--- src/rtl/codificador_op.sv ---
// Opcode encoder/sequencer: edge-detects one-hot request lines, queues them and
// issues their indices as ALU opcodes over valid/ready. CODIFICADOR_RR_EN selects round-robin arbitration.
module codificador_op #(
  parameter int OP_W  = 3,
  parameter int N_SEL = 8
) (
  input  logic             clk,
  input  logic             rst,
  input  logic [N_SEL-1:0] sel_in,
  output logic [OP_W-1:0]  Op,
  output logic             op_valid,
  input  logic             op_ready,
  output logic [N_SEL-1:0] pending,
  output logic             overflow
);

  localparam logic [0:0] IDLE  = 1'b0;
  localparam logic [0:0] ISSUE = 1'b1;

  if (N_SEL != 2**OP_W) begin : g_bad_params
    $error("codificador_op: N_SEL must equal 2**OP_W");
  end

  logic [0:0]       state;
  logic [N_SEL-1:0] sel_q;
  logic [N_SEL-1:0] rise;
  logic [N_SEL-1:0] clr;
  logic [OP_W-1:0]  grant_idx;
  logic             grant_any;
  logic             grant_en;

  assign rise = sel_in & ~sel_q;

`ifdef CODIFICADOR_RR_EN
  logic [OP_W-1:0] ptr;
  logic [OP_W-1:0] cand;

  // First pending bit at or after ptr, wrapping through the top index.
  always_comb begin
    grant_idx = '0;
    grant_any = 1'b0;
    cand      = '0;
    for (int i = 0; i < N_SEL; i++) begin
      cand = ptr + OP_W'(i);
      if (!grant_any && pending[cand]) begin
        grant_idx = cand;
        grant_any = 1'b1;
      end
    end
  end

  always_ff @(posedge clk) begin
    if (rst) begin
      ptr <= '0;
    end else if (grant_en) begin
      ptr <= grant_idx + OP_W'(1);
    end
  end
`else
  // Fixed priority: scanning downward lets the lowest set index win.
  always_comb begin
    grant_idx = '0;
    for (int i = N_SEL - 1; i >= 0; i--) begin
      if (pending[i]) begin
        grant_idx = OP_W'(i);
      end
    end
    grant_any = |pending;
  end
`endif

  // Only registered pending feeds the grant; same-cycle rises wait an edge.
  assign grant_en = grant_any && ((state == IDLE) || op_ready);
  assign clr      = grant_en ? (N_SEL'(1) << grant_idx) : '0;

  always_ff @(posedge clk) begin
    if (rst) begin
      sel_q    <= sel_in;
      pending  <= '0;
      overflow <= 1'b0;
    end else begin
      sel_q    <= sel_in;
      pending  <= (pending & ~clr) | rise;
      overflow <= |(rise & pending & ~clr);
    end
  end

  always_ff @(posedge clk) begin
    if (rst) begin
      state    <= IDLE;
      Op       <= '0;
      op_valid <= 1'b0;
    end else begin
      case (state)
        IDLE: begin
          if (grant_en) begin
            Op       <= grant_idx;
            op_valid <= 1'b1;
            state    <= ISSUE;
          end
        end
        ISSUE: begin
          if (grant_en) begin
            Op <= grant_idx;
          end else if (op_ready) begin
            op_valid <= 1'b0;
            state    <= IDLE;
          end
        end
        default: begin
          state    <= IDLE;
          op_valid <= 1'b0;
        end
      endcase
    end
  end

endmodule

--- config.mk ---
export PLATFORM = sky130hd
export DESIGN_NAME = codificador_op
export DESIGN_NICKNAME = d
export VERILOG_FILES = /design/src/rtl/codificador_op.sv
export SDC_FILE = /design/constraint.sdc
export NUM_CORES = 1
export LEC_CHECK = 0
export CAP_MARGIN = 40
export CORE_AREA = 2 2 45 47
export CTS_CLUSTER_DIAMETER = 120
export DETAILED_ROUTE_END_ITERATION = 7
export DIE_AREA = 0 0 47 49
export HOLD_SLACK_MARGIN = 0.12
export PLACE_DENSITY_LB_ADDON = 0.25
export SLEW_MARGIN = 20
export SYNTH_ARGS = -nofsm -noshare
export SYNTH_HDL_FRONTEND = slang
export SYNTH_SLANG_ARGS = --single-unit
--- constraint.sdc ---
create_clock -name clk -period 2.55 [get_ports clk]
set_input_delay 0.255 -clock clk [delete_from_list [all_inputs] [get_ports clk]]
set_output_delay 0.255 -clock clk [all_outputs]
set_load 0.02 [all_outputs]
# Word level (Yosys, flattened, before mapping)
# Index checks and enable logic that the tools add are counted.
# totals
regBits,22
inputBits,11
output_inout_bits,13
elab_cells,41
# op_classes
n_eq_ne,3
n_shift,1
mux,18
n_bitwise,8
n_reduce_logical,5
# ops
cell,n
8-bit bitwise AND,4
3-bit two-way mux,9
8-bit inverter,2
8-bit OR reduction,2
8-bit two-way mux,1
8-bit OR,1
1-bit by 3-bit << shifter with 8-bit output (first input constant),1
1-bit two-way mux,6
2-bit != test (second input constant),3
1-bit case mux with 2 select lines,2
3-bit AND reduction,1
1-bit logical AND,1
1-bit logical OR,1
1-bit inverter,1

# Logic depth before layout (Yosys ltp)
# logic_depth
depth_word,13
depth_mapped,5
mapped_depth_nobuf,5

# Least setup slack after synthesis
# No wires, ideal clock.
# synth_path
path_type,register to register
from,register pending[2]
to,register overflow
setup_time_ns,0.125
t_arrival_ns,1.468
t_required_ns,2.425
slack_ns,0.957
path_stages_with_launch,6
n_path_buf,0
period_less_slack_ns,1.593
path_cell_list,dfxtp_1 or4_4 nand3b_4 nand2_1 o22a_1 a31oi_1
# synth_via
elab_chain_len,8
elab_cells_between_ends,11
classes_between,shift (1); mux (4); bitwise (3); reduce/logical (3)
# synth_rtl
element,line,text
start: declaration,13,"output logic [N_SEL-1:0] pending,"
start signal: assignment,83,pending <= (pending & ~clr) | rise;
3-bit two-way mux (3 in a row),64,if (pending[i]) begin
1-bit by 3-bit << shifter with 8-bit output,74,assign clr = grant_en ? (N_SEL'(1) << grant_idx) : '0;
8-bit two-way mux,74,
8-bit inverter,84,overflow <= |(rise & pending & ~clr);
8-bit bitwise AND (*),84,
8-bit OR reduction (*),84,
end signal: assignment,84,
end: declaration,14,output logic overflow
# Every way passes the cells marked *; elsewhere a longest branch is shown, timed or not.
# A chain may end at the register's enable or synchronous reset.

# Worst setup path after layout
# layout_path
from,register pending[0]
to,output pending[0]
# No word-level cell between the ends.

==> results.md <==
| Parameter | Value |
| --- | --- |
| Number of buffers added by the clock tree synthesis step | 3 |
| Weighted congestion reported at the end of routability-driven placement | 0.8076 |
| Final design instance area without fill | 0.001127 sq mm |
| Clock sink count | 22 |
| Peak supply drop | 307.5 uV |
| Number of buffers and inverters on the critical path | 1 |
| Nets | 123 |
| Grt total ovfl | 0 |
| Cell area reported after detailed placement | 0.001091 sq mm |
| Routed WL | 1687 um |
| Combined area of the multi-input logic cells | 379.1 sq um |
| Share of the cycle needed by the critical path after routing | 67.86% |
| Die extent in y | 49 um |
| Via count of the first global-routing pass | 705 |
| Post-Synthesis Cell Area | 830.8 sq um |
| Initial antenna violation count | 0 |
| Post-CTS Setup Inserts | 0 |
| Worst slew margin relative to its limit | 63.78% |
| Number of buffers inserted by port buffering | 23 |
| Final count of pins violating max slew | 0 |
| Average instance area after synthesis | 9.774 sq um |
| Pwr per Cell Area | 638.1 mW/mm^2 |
| Min-delay src | sel_in[1] |
| Maximum clock skew at final layout | 0.005986 ns |
| Number of filler cells placed in the layout | 174 |
| Synth Register Bits | 22 |
| Critical path launch point | pending[0] |
| Growth of design area from synthesis to finish | 35.69% |
| CTS clk-pin slew, worst paths | 0.11 ns |
| Area of the core | 0.001842 sq mm |
| Fraction of the yosys area taken by sequential cells | 53.01% |
| Startpoint of the worst register-to-register path | pending[2] |
| Cell family with most CP delay | buffers and inverters |
| Number of nets still failing antenna checks after routing | 0 |
| Worst reg2reg path depth | 4 |
| Leakage component of the power | 0.4030 nW |
| Final setup vio count | 0 |
| RR Endpoint | overflow |
| Starting density of the core | 45.11% |
| Syn_nets | 96 |
| Worst skew pair latency | 0.30 ns |
| Number of vias per cell after detailed routing | 5.203 |
| Highest net fanout along the worst path | 9 |
| Number of warning messages in the yosys log | 0 |
| Result of the run | complete, no violations |
| Most frequent cells in the layout | 23 x clkdlybuf4s50_1, 22 x dfxtp_1, 14 x a21oi_1 |
| Die outline width | 47 um |
| Number of hold buffers added after cts | 0 |
| Worst EP arrival | 1.48 ns |
| Total power after layout | 0.0007193 W |
| I/O Pins | 24 |
| Min-Delay Path Class | in -> reg |
| Full die area | 0.002303 sq mm |
| Average routed wire per standard cell | 12.22 um |
| Maximum level of the CTS H-tree | 1 |
| Total count of hold-check failures in the final report | 0 |
| Setup Total Neg Slack | 0 ns |
| Number of resized instances in the post-cts repair step | 0 |
| Number of antenna cells inserted | 0 |
| Overall routing resource usage | 17.18% |
| Critical path endpoint | pending[0] |
| Largest incremental delay on the critical path | 0.67 ns |
| Shortest clock period the worst path allows after layout | 1.730 ns |
| Critical Path Slowest Stage Cell | clkdlybuf4s50_1 |
| Post-Syn Instances | 85 |
| Post-synthesis cell type count | 27 |
| Detailed placement HPWL | 1277 um |
| Footprint of the flip-flops and latches | 440.4 sq um |
| Count of TritonRoute iterations in the first routing pass | 4 |
| Max_cap viols | 0 |
| Count of routing violations after the opening detailed-route iteration | 12 |
| Detailed-route via count | 718 |
| Pre-CTS setup slack | 0.6924 ns |
| Maximum frequency from static timing analysis | 577.9 MHz |
| Critical path capture point type | output port |
| Worst hold margin | 0.4192 ns |
| Residual DRC | 0 |
| Most common library cell in the layout ignoring fill and taps | clkdlybuf4s50_1 |
| Clock Tree Root | clkbuf_4 |
| Maximum number of pins on one net before global-route repair | 15 |
| Chain of cells forming the critical path | clkdlybuf4s50_1 |
| Final critical-path setup slack | 0.8195 ns |
| First-pass GRT wire length | 2932 um |
| Fraction of layout cells with a size suffix above 1 | 10.81% |
| CP Data Required Time | 2.30 ns |
| TritonCTS clock tree | built |
| Total number of cells along the worst setup path | 1 |
| Worst-case clock buffer depth | 2 |
| Register-to-register setup slack | 0.87 ns |
| Type of the worst setup path | reg -> out |
| Site row count | 16 |
| RSZ-0062 raised after global routing | false |
| Critical Path Start Type | flip-flop |
| Transition time at the pin with the least slew margin | 0.5422 ns |
-- layout make-up --
class                   instances  share of cell area [%]
multi-input cells              60                   33.63
well taps                      27                   2.997
repair buffers                 23                   20.42
inverters                       2                  0.6659
clock buffers                   4                   3.219
flip-flops and latches         22                   39.07
-- metrics by stage --
step,utilization (%),std cells
6_report,61.21,138
5_1_grt,61.21,138
4_1_cts,61.21,138
3_5_place_dp,59.24,134
3_3_place_gp,59.24,134
2_1_floorplan,-,85
-- cells in the mapped netlist --
cell type / number / area (sq um)
o31ai_1: 1 / 7.510
a21oi_1: 14 / 70.07
or4_4: 1 / 11.26
a31oi_1: 1 / 6.260
o22a_1: 1 / 8.760
or2_2: 1 / 6.260
o21bai_1: 1 / 7.510
a2111oi_0: 1 / 8.760
nor2b_1: 2 / 12.51
nand2b_1: 9 / 56.30
o22ai_1: 2 / 12.51
a211oi_1: 1 / 7.510
or2_1: 1 / 6.260
a311oi_1: 1 / 8.760
clkbuf_1: 1 / 3.750
nor3_2: 1 / 10.01
nand2_1: 3 / 11.26
nand3b_4: 1 / 20.02
nand3b_1: 1 / 7.510
o21ai_0: 3 / 15.01
o21ai_2: 3 / 26.28
o41ai_1: 1 / 8.760
nor2_1: 8 / 30.03
dfxtp_1: 22 / 440.4
inv_1: 2 / 7.510
o31ai_2: 1 / 12.51
or4_1: 1 / 7.510
-- state kept, by name (all words and copies together), names as in the netlist --
name      count
overflow      1
state         1
sel_q         8
Op            3
op_valid      1
pending       8
-- power by group --
part / internal, W / switching [W] / total [W] / leakage (nW)
registers: 0.000369 / 0.0000204 / 0.000389 / 0.183
clock network: 0.0000870 / 0.0000975 / 0.000185 / 0.0210
logic: 0.0000738 / 0.0000718 / 0.000146 / 0.199
total: 0.000530 / 0.000190 / 0.000719 / 0.403
-- logic make-up (layout without fill, tap and decap cells) --
group / count (synthesis) / count (layout) / synth area share [%]
simple gates: 29 / 29 / 21.54
flops: 22 / 22 / 53.01
buf+inv: 3 / 29 / 1.355
compound gates: 31 / 31 / 24.10
-- worst min path at each step --
stage / endpoint / slack [ns] / cells past startpoint
after global routing: sel_q[3] / 0.41 / 1
after detailed placement: Op[0] / 0.46 / 2
after floorplan: sel_q[0] / 0.28 / 0
after CTS: sel_q[6] / 0.42 / 1
after global placement: Op[0] / 0.45 / 2
final: sel_q[1] / 0.42 / 1
-- per-layer routing --
metal	wire length [um]	vias to the layer above	track usage [%]	part of all wire, %
li1	-	359	-	-
met3	73	4	4.444	4.3
met5	0	-	0	0
met1	745	334	21.30	44
met2	843	21	27.85	50
met4	25	0	6.019	1.5
Note: power is estimated with default switching activity, not from simulation.
